`src/rtl/fifo_rd_packer_pkg.sv`:
```
// Shared constants for the FIFO read-side byte packer: state encoding,
// default geometry and helpers that size the lane counter and idle timer.
package fifo_rd_packer_pkg;

    localparam logic FILL = 1'b0;
    localparam logic SEND = 1'b1;

    localparam int DEF_DATA_WIDTH = 8;
    localparam int DEF_PACK       = 4;
    localparam int DEF_TIMEOUT    = 16;

    // The lane counter must be able to hold PACK itself, hence the extra bit.
    function automatic int cnt_width(input int pack);
        return $clog2(pack) + 1;
    endfunction

    // Wide enough to hold TIMEOUT-1, the timer load value.
    function automatic int idle_width(input int timeout);
        return $clog2(timeout);
    endfunction

    localparam int CNT_W  = cnt_width(DEF_PACK);
    localparam int IDLE_W = idle_width(DEF_TIMEOUT);

endpackage

```
`src/rtl/fifo_rd_packer_idle_timer.sv`:
```
// Idle timer for the packer. Down-counter loaded with TIMEOUT-1; each
// enabled cycle counts down, and expire is raised on the enabled cycle that
// finds the counter at zero, i.e. the TIMEOUT-th consecutive idle cycle.
module pack_idle_timer
    import fifo_rd_packer_pkg::*;
#(
    parameter int TIMEOUT = DEF_TIMEOUT
) (
    input  logic clk,
    input  logic rst,
    input  logic clear,
    input  logic enable,
    output logic expire
);

    localparam int IW = idle_width(TIMEOUT);
    localparam logic [IW-1:0] LOAD = IW'(TIMEOUT - 1);

    logic [IW-1:0] remain;

    // Reload on clear, otherwise count down while idle and not yet at zero.
    always_ff @(posedge clk or posedge rst) begin
        if (rst) begin
            remain <= LOAD;
        end else if (clear) begin
            remain <= LOAD;
        end else if (enable && (remain != '0)) begin
            remain <= remain - IW'(1);
        end
    end

    assign expire = enable && (remain == '0);

endmodule

```
`src/rtl/fifo_rd_packer.sv`:
```
// Read-side drain stage for the dual-clock FIFO. Pops one byte per cycle
// while the FIFO is non-empty, packs PACK bytes (first popped in the low
// lane) into one word, and offers it on a valid/ready port. A partial word
// leaves early on flush or after TIMEOUT idle cycles, with out_keep marking
// the populated lanes.
//
//   state | meaning
//   ------+-----------------------------------------------------------
//   FILL  | issuing reads and capturing bytes into lanes
//   SEND  | word presented on out_valid; no reads, flush ignored
module fifo_rd_packer
    import fifo_rd_packer_pkg::*;
#(
    parameter int DATA_WIDTH = DEF_DATA_WIDTH,
    parameter int PACK       = DEF_PACK,
    parameter int TIMEOUT    = DEF_TIMEOUT
) (
    input  logic                         clk,
    input  logic                         rst,
    input  logic                         fifo_empty,
    input  logic [DATA_WIDTH-1:0]        fifo_dout,
    output logic                         fifo_r_en,
    input  logic                         flush,
    output logic                         out_valid,
    input  logic                         out_ready,
    output logic [DATA_WIDTH*PACK-1:0]   out_data,
    output logic [PACK-1:0]              out_keep
);

    localparam int CW     = cnt_width(PACK);
    localparam int LANE_W = CW - 1;
    localparam logic [CW:0]   PACK_SUM  = (CW + 1)'(PACK);
    localparam logic [CW-1:0] LAST_LANE = CW'(PACK - 1);

    logic          state;
    logic          state_next;
    logic [CW-1:0] cnt;
    logic          rd_pend;
    logic [CW:0]   cnt_sum;
    logic          capture;
    logic          flush_take;
    logic          idle_cond;
    logic          idle_clear;
    logic          idle_expire;

    // A byte returns the cycle after its read, so lanes already claimed by an
    // in-flight read count against the word when deciding to issue another.
    assign cnt_sum    = {1'b0, cnt} + {{CW{1'b0}}, rd_pend};
    assign capture    = (state == FILL) && rd_pend;
    // Flush is only honoured with no byte in flight, so the emitted word
    // never loses a popped byte; the requester holds flush until it lands.
    assign flush_take = (state == FILL) && flush && (cnt != '0) && !rd_pend;
    assign idle_cond  = (state == FILL) && (cnt != '0) && !rd_pend && !fifo_r_en;
    assign idle_clear = capture || (state_next == SEND);

    pack_idle_timer #(
        .TIMEOUT (TIMEOUT)
    ) u_idle_timer (
        .clk    (clk),
        .rst    (rst),
        .clear  (idle_clear),
        .enable (idle_cond),
        .expire (idle_expire)
    );

    // State register.
    always_ff @(posedge clk or posedge rst) begin
        if (rst) begin
            state <= FILL;
        end else begin
            state <= state_next;
        end
    end

    // Next state: leave FILL when the last lane is captured, on an accepted
    // flush or on idle expiry; leave SEND when the word is taken.
    always_comb begin
        state_next = state;
        if (state == FILL) begin
            if ((capture && (cnt == LAST_LANE)) || flush_take || idle_expire) begin
                state_next = SEND;
            end
        end else begin
            if (out_ready) begin
                state_next = FILL;
            end
        end
    end

    // Outputs: valid in SEND, reads only in FILL with room and data available.
    always_comb begin
        fifo_r_en = 1'b0;
        out_valid = 1'b0;
        if (state == SEND) begin
            out_valid = 1'b1;
        end else if (!rst && !fifo_empty && !flush_take && (cnt_sum < PACK_SUM)) begin
            fifo_r_en = 1'b1;
        end
    end

    // Datapath: track the in-flight read, drop returning bytes into the next
    // lane, and clear the word once it has been handed downstream.
    always_ff @(posedge clk or posedge rst) begin
        if (rst) begin
            rd_pend  <= 1'b0;
            cnt      <= '0;
            out_data <= '0;
            out_keep <= '0;
        end else begin
            rd_pend <= fifo_r_en;
            if (state == SEND) begin
                if (out_ready) begin
                    cnt      <= '0;
                    out_data <= '0;
                    out_keep <= '0;
                end
            end else if (capture) begin
                cnt <= cnt + CW'(1);
                for (int i = 0; i < PACK; i++) begin
                    if (cnt[LANE_W-1:0] == LANE_W'(i)) begin
                        out_data[i*DATA_WIDTH +: DATA_WIDTH] <= fifo_dout;
                        out_keep[i]                          <= 1'b1;
                    end
                end
            end
        end
    end

endmodule

```
`config.mk`:
```
export PLATFORM = sky130hd
export DESIGN_NAME = fifo_rd_packer
export DESIGN_NICKNAME = d
export VERILOG_FILES = /design/src/rtl/fifo_rd_packer_pkg.sv /design/src/rtl/fifo_rd_packer_idle_timer.sv /design/src/rtl/fifo_rd_packer.sv
export SDC_FILE = /design/constraint.sdc
export NUM_CORES = 1
export LEC_CHECK = 0
export BUFFER_PORTS_ARGS = -buffer_cell sky130_fd_sc_hd__buf_4
export CAP_MARGIN = 20
export CORE_ASPECT_RATIO = 1.4
export CORE_MARGIN = 4
export CORE_UTILIZATION = 40
export CTS_BUF_LIST = sky130_fd_sc_hd__clkbuf_2 sky130_fd_sc_hd__clkbuf_4 sky130_fd_sc_hd__clkbuf_8
export CTS_CLUSTER_DIAMETER = 50
export DETAILED_ROUTE_END_ITERATION = 10
export PLACE_DENSITY_LB_ADDON = 0.2
export SETUP_SLACK_MARGIN = 0.15
export SYNTH_ARGS = -nofsm -noshare
export SYNTH_HDL_FRONTEND = slang
export SYNTH_SLANG_ARGS = --single-unit
```
`constraint.sdc`:
```
create_clock -name clk -period 4.2 [get_ports clk]
set_input_delay 0.21 -clock clk [delete_from_list [all_inputs] [get_ports clk]]
set_output_delay 0.21 -clock clk [all_outputs]
set_load 0.02 [all_outputs]
```
==> out/qor.yml, run 1 <==
status: "completed"
postRouteAntennaNets: 0
drc_errors: 0
ys_seq_area_share_pct: 55.0
timing.rr.start: "cnt[0]"
synth_top_family_by_area: "simple AND/OR/NAND/NOR gates"
synthCells: 224
synth.top_cell.area_share_pct: 49.8
first_global_vias: 1579
dp_hpwl_um: 3520
die_area_sq_um: 6370
grt_pass1_wl_um: 7850
vdd_drop_max_uv: 226
dr.pass1.iters: 4
drtIter0Drc: 100
ys_seq_elements: 45
final_common_cell: "nand2_1"
synth_area_sq_um: 2060
clock_latency_ns: 0.29
cts_resized: 0
synth-xor-area-share_pct: 0.426
reg2reg_to: "u_idle_timer.remain[1]"
powerDensity_nw_per_um2: 551
finalCritPeriodShare_pct: 46.9
core_area_sq_um: 4920
htreeDepth: 2
yosysTopAreaCell: "dfrtp_1"
cts_setup_buffers: 0
nets: 291
synth_simple_gate_area_share_pct: 29.6
dp.cells: 329
synth_cell_types: 34
vias: 1651
ys_warn_count: 0
drive_gt1_share_pct: 25.3
cp-end-kind: "output port"
cts_num_sinks: 45
design_area_sq_um: 2560
die_h_um: 92.9
routabilityCongestion: 0.743
criticalPathCategory: "flip-flop to output port"
fp.dieW_um: 68.6
yosys.area_share.adder_pct: 3.65
rsz0062_at_grt: "false"
crit_fanout: 6
via_per_inst: 4.90
initial_core_util_pct: 41.9
cts_tree: "yes"
final_cell_mix: "82 x nand2_1, 52 x buf_4, 41 x dfrtp_1, 36 x nand3_1, 9 x inv_1"
hold_viol: 0
clock_path_buffers: 2
grt_overflow: 0
required_ns: 3.99
worstMarginPinSlew_ns: 0.564
skew_ns: 0.00834
fmax_mhz: 507
synth_mux_area_share_pct: 0.486
arrival_ns: 1.76
n_antenna_cell: 0
wire_per_inst_um: 14.4
grt_antenna_before_repair: 0
fp-row-count: 30
cp-start-kind: "flip-flop"
port-buffer-count: 50
root_buffer: "clkbuf_8"
syn_area_per_cell_sq_um: 9.19
drt-total-wl_um: 4850
fin_util_pct: 52.1
stdcell_count: 337
syn_nets: 243
placed_area_sq_um: 2470
max_cap_violations: 0
worst_r2r_path_depth: 6
regToRegSetupSlack_ns: 2.37
final-setup-viol-count: 0
slew_violations: 0
grtUsageTotal_pct: 16.3
area_growth_pct: 24.4
synth_area_leaders: "dfrtp_1 50%, nand2_1 15%, nand3_1 8.8%"
clk_pin_slew_ns: 0.09
synth-compound-area-share_pct: 6.38
period_minus_slack_ns: 1.97
postCtsHoldBufs: 0
hold_class: "input port to asynchronous set/reset pin"
io_pins: 51
dpl_worst_slack_ns: 2.35
layout_setup_ws_ns: 2.23
fill_cells: 476
relSlewSlack_pct: 62.4
grt_start_max_net_pins: 46
p_leak_uw: 0.00138
fin_tns_setup_ns: 0
numCtsBuffers: 5
[worst max-delay path, cell delays in order, from the launching register on]
cell     delay [ns]
dfrtp_1        0.46
inv_1          0.11
ha_1           0.18
nor2b_1        0.35
nor3_1         0.09
nor2_1         0.13
buf_4          0.16
[where the power goes]
part / leakage [uW] / internal [uW] / switching, uW
clock network: 0.0000445 / 118 / 150
registers: 0.000604 / 535 / 83.5
logic: 0.000728 / 213 / 310
[cells by family after synthesis]
kind of cell / Yosys count
simple gates: 135
flops: 45
buf+inv: 20
compound gates: 16
fa+ha+maj: 6
xor+xnor: 1
mux: 1
[area by class of cell]
| cell class | instances | area (sq um) | area share [%] |
|---|---|---|---|
| flip-flops and latches | 45 | 1130 | 44.2 |
| inverters | 9 | 33.8 | 1.32 |
| clock inverters | 3 | 21.3 | 0.831 |
| multi-input cells | 159 | 835 | 32.6 |
| repair buffers | 52 | 390 | 15.2 |
| well taps | 64 | 80.1 | 3.13 |
| clock buffers | 5 | 68.8 | 2.69 |
[sequential cells by signal, summed over array words and instances (netlist names)]
| name | count |
|---|---|
| out_data | 32 |
| out_keep | 4 |
| u_idle_timer.remain | 4 |
| cnt | 3 |
| rd_pend | 1 |
| state | 1 |
[synth_stat cells, drive strengths merged]
master	n
dfstp	4
nor4b	1
xnor2	1
o31a	1
ha	6
nand3	36
clkbuf	3
nor3	2
o22ai	1
mux2i	1
or3b	1
buf	8
o311ai	1
a2111oi	1
a311o	1
nor4	1
o41ai	1
dfrtp	41
nor2b	2
o21ai	6
o211ai	1
nand3b	1
o31ai	2
a311oi	1
inv	9
and2	4
nand2	82
nor2	3
or2	1
and2b	1
[layer usage]
layer | GRT usage, % | wire length [um] | up-vias
met5 | 0 | 0 | -
met4 | 4.48 | 57 | 0
met3 | 2.91 | 253 | 6
met2 | 27.4 | 2560 | 46
met1 | 20.8 | 1980 | 764
li1 | - | - | 835
[through the flow]
stage | total power [uW] | hold slack, ns
after CTS | 1430 | 0.0986
after global placement | 1150 | 0.428
after floorplan | 949 | 0.315
final | 1410 | 0.0769
after global routing | 1500 | 0.132
after detailed placement | 1160 | 0.425
[worst max path at each step]
| stage | start | to | cells past startpoint |
|---|---|---|---|
| after floorplan | u_idle_timer.remain[0] | u_idle_timer.remain[1] | 6 |
| after global placement | cnt[0] | u_idle_timer.remain[1] | 6 |
| after detailed placement | cnt[0] | u_idle_timer.remain[1] | 6 |
| after CTS | cnt[0] | fifo_r_en | 6 |
| after global routing | cnt[0] | fifo_r_en | 6 |
| final | cnt[0] | fifo_r_en | 6 |
No activity file was read; power rests on OpenSTA's default activity.
==> run 2, diff against run 1 <==
clock period = 1.9 ns   (was 4.2 ns; I/O delays follow)
==> run 2 against run 1 <==
  * Register-to-register slack worse by 2.2 ns
  * Combinational power grew 150%
  * Clock-buffer cell count rose by 1
  * Global-route usage rose by 0.49 points
  * Utilization increased by 3.3 points
  * Clock skew decreased by 0.00092 ns
  * Non-clock buffer count up 8
  * Wire length grew 4.0%
  * Die area did not move
  * Sequential power increased by 120%
==> out/qor.yml, run 2 (synthesized netlist as in run 1, its figures left out) <==
status: "completed"  # unchanged
cts_num_sinks: 45  # unchanged
die_area_sq_um: 6370  # unchanged
hold_class: "input port to flip-flop"  # was input port to asynchronous set/reset pin
finalCritPeriodShare_pct: 91.8
grt_pass1_wl_um: 8110  # was 7850 um
fill_cells: 475  # was 476
max_cap_violations: 0  # unchanged
largest_reg_flops: 32  # unchanged
fin_tns_setup_ns: 0  # unchanged
worstMarginPinSlew_ns: 0.570  # was 0.564 ns
dr.pass1.iters: 4  # unchanged
first_global_vias: 1683  # was 1579
rsz0062_at_grt: "true"  # was false
initial_core_util_pct: 41.9  # unchanged
relSlewSlack_pct: 62.0  # was 62.4%
die_h_um: 92.9  # unchanged
largest-register: "out_data"  # unchanged
n_antenna_cell: 0  # unchanged
htreeDepth: 2  # unchanged
crit_chain: "inv_2 > ha_4 > or3b_4 > a2111oi_4 > o31ai_4 > o211ai_1"  # was inv_1 > ha_1 > nor2b_1 > nor3_1 > nor2_1 > buf_4
grtUsageTotal_pct: 16.8  # was 16.3%
fp-row-count: 30  # unchanged
criticalPathCategory: "flip-flop to flip-flop"  # was flip-flop to output port
numCtsBuffers: 5  # unchanged
skew_ns: 0.00742  # was 0.00834 ns
dp_hpwl_um: 3440  # was 3520 um
routabilityCongestion: 0.788  # was 0.743
cp_num_cells: 6  # unchanged
grt_antenna_before_repair: 0  # unchanged
dp.cells: 330  # was 329
drt-total-wl_um: 5040  # was 4850 um
final_cell_mix: "82 x nand2_1, 57 x buf_4, 39 x dfrtp_1, 36 x nand3_1, 7 x inv_1"  # was 82 x nand2_1, 52 x buf_4, 41 x dfrtp_1, 36 x nand3_1, 9 x inv_1
fmax_mhz: 573
io_pins: 51  # unchanged
clk_pin_slew_ns: 0.09  # about the same
cts_tree: "yes"  # unchanged
worst_r2r_path_depth: 6  # unchanged
period_minus_slack_ns: 1.74
required_ns: 2.12  # was 3.99 ns
area_growth_pct: 32.2  # was 24.4%
drtIter0Drc: 118  # was 100
wire_per_inst_um: 14.6  # was 14.4 um
critPathSlowestCell: "a2111oi_4"  # was dfrtp_1
cp-start-kind: "flip-flop"  # unchanged
nets: 299  # was 291
drc_errors: 0  # unchanged
postRouteAntennaNets: 0  # unchanged
hold_viol: 0  # unchanged
crit_family: "compound AO/OA/AOI/OAI gates"  # was simple AND/OR/NAND/NOR gates
via_per_inst: 5.06  # was 4.90
clock_latency_ns: 0.30  # was 0.29 ns
power_uw: 3420  # was 1410 uW
port-buffer-count: 50  # unchanged
cpPeakStageDelay_ns: 0.41  # was 0.46 ns
hold-worst-slack_ns: 0.0255  # was 0.0769 ns
vias: 1746  # was 1651
core_area_sq_um: 4920  # unchanged
top_regs: "out_data x32, out_keep x4, u_idle_timer.remain x4"  # unchanged
stdcell_count: 345  # was 337
drive_gt1_share_pct: 29.5  # was 25.3%
cp-end-kind: "flip-flop"  # was output port
clock_path_buffers: 2  # unchanged
critPathBufInv: 1  # was 2
arrival_ns: 1.96  # was 1.76 ns
grt_start_max_net_pins: 46  # unchanged
p_leak_uw: 0.00144  # was 0.00138 uW
fp.dieW_um: 68.6  # unchanged
min_path_cells: 3
grt_overflow: 0  # unchanged
root_buffer: "clkbuf_8"  # unchanged
vdd_drop_max_uv: 653  # was 226 uV
final-setup-viol-count: 0  # unchanged
slew_violations: 0  # unchanged
final_common_cell: "nand2_1"  # unchanged
powerDensity_nw_per_um2: 1260  # was 551 nW/um^2
crit_fanout: 4  # was 6
[run 2: worst min-delay path, cell delays in order]
cell and delay [ns]:
buf_4 0.11, nand2_1 0.05, nand2_1 0.05
[run 2: path summary, 6_finish.rpt]
kind	startpoint	to	slack [ns]
max	u_idle_timer.remain[1]	u_idle_timer.remain[2]	0.16
min	fifo_dout[7]	out_data[15]	0.03
max reg2reg	u_idle_timer.remain[1]	u_idle_timer.remain[2]	0.16
min reg2reg	out_keep[1]	out_keep[1]	0.48
max in group asynchronous	rst	rd_pend	0.97
min in group asynchronous	rst	cnt[0]	0.53
[run 2: power breakdown]
group / internal (uW) / leakage, uW / switching, uW / total (uW)
registers: 1190 / 0.000601 / 177 / 1360
logic: 554 / 0.000779 / 742 / 1300
clock network: 428 / 0.0000574 / 335 / 763
[run 2: timing repair]
| action | CTS | global route |
|---|---|---|
| hold buffers | 2 | 0 |
| resized for setup | 4 | 8 |
| setup endpoints to repair | 5 | 6 |
| endpoints found under the hold margin | 42 | 0 |
| buffers inserted | 0 | 5 |
| pin swaps | 2 | 5 |
[run 2: cell type report]
class | instances | area [sq um] | area share (%)
Multi-Input combinational cell | 159 | 886 | 32.6
Inverter | 9 | 33.8 | 1.24
Sequential cell | 45 | 1130 | 41.7
Clock buffer | 6 | 82.6 | 3.03
Timing Repair Buffer | 60 | 468 | 17.2
Tap cell | 64 | 80.1 | 2.94
Clock inverter | 2 | 37.5 | 1.38
[run 2: metrics by stage]
stage               instance area [sq um]  utilization, %  worst slack (ns)
global placement                     2490            50.6             0.145
CTS                                  2660            54.1             0.178
finish                               2720            55.3             0.156
global route                         2720            55.3            0.0462
detailed placement                   2490            50.6            0.0786
floorplan                            2060               -             0.252
[run 2: metal layers]
| metal | up-vias | track usage, % | part of all wire [%] |
|---|---|---|---|
| li1 | 846 | - | - |
| met1 | 845 | 20.7 | 41 |
| met2 | 45 | 28.1 | 52 |
| met3 | 10 | 3.52 | 4.7 |
| met4 | 0 | 5.80 | 2.0 |
| met5 | - | 0 | 0 |
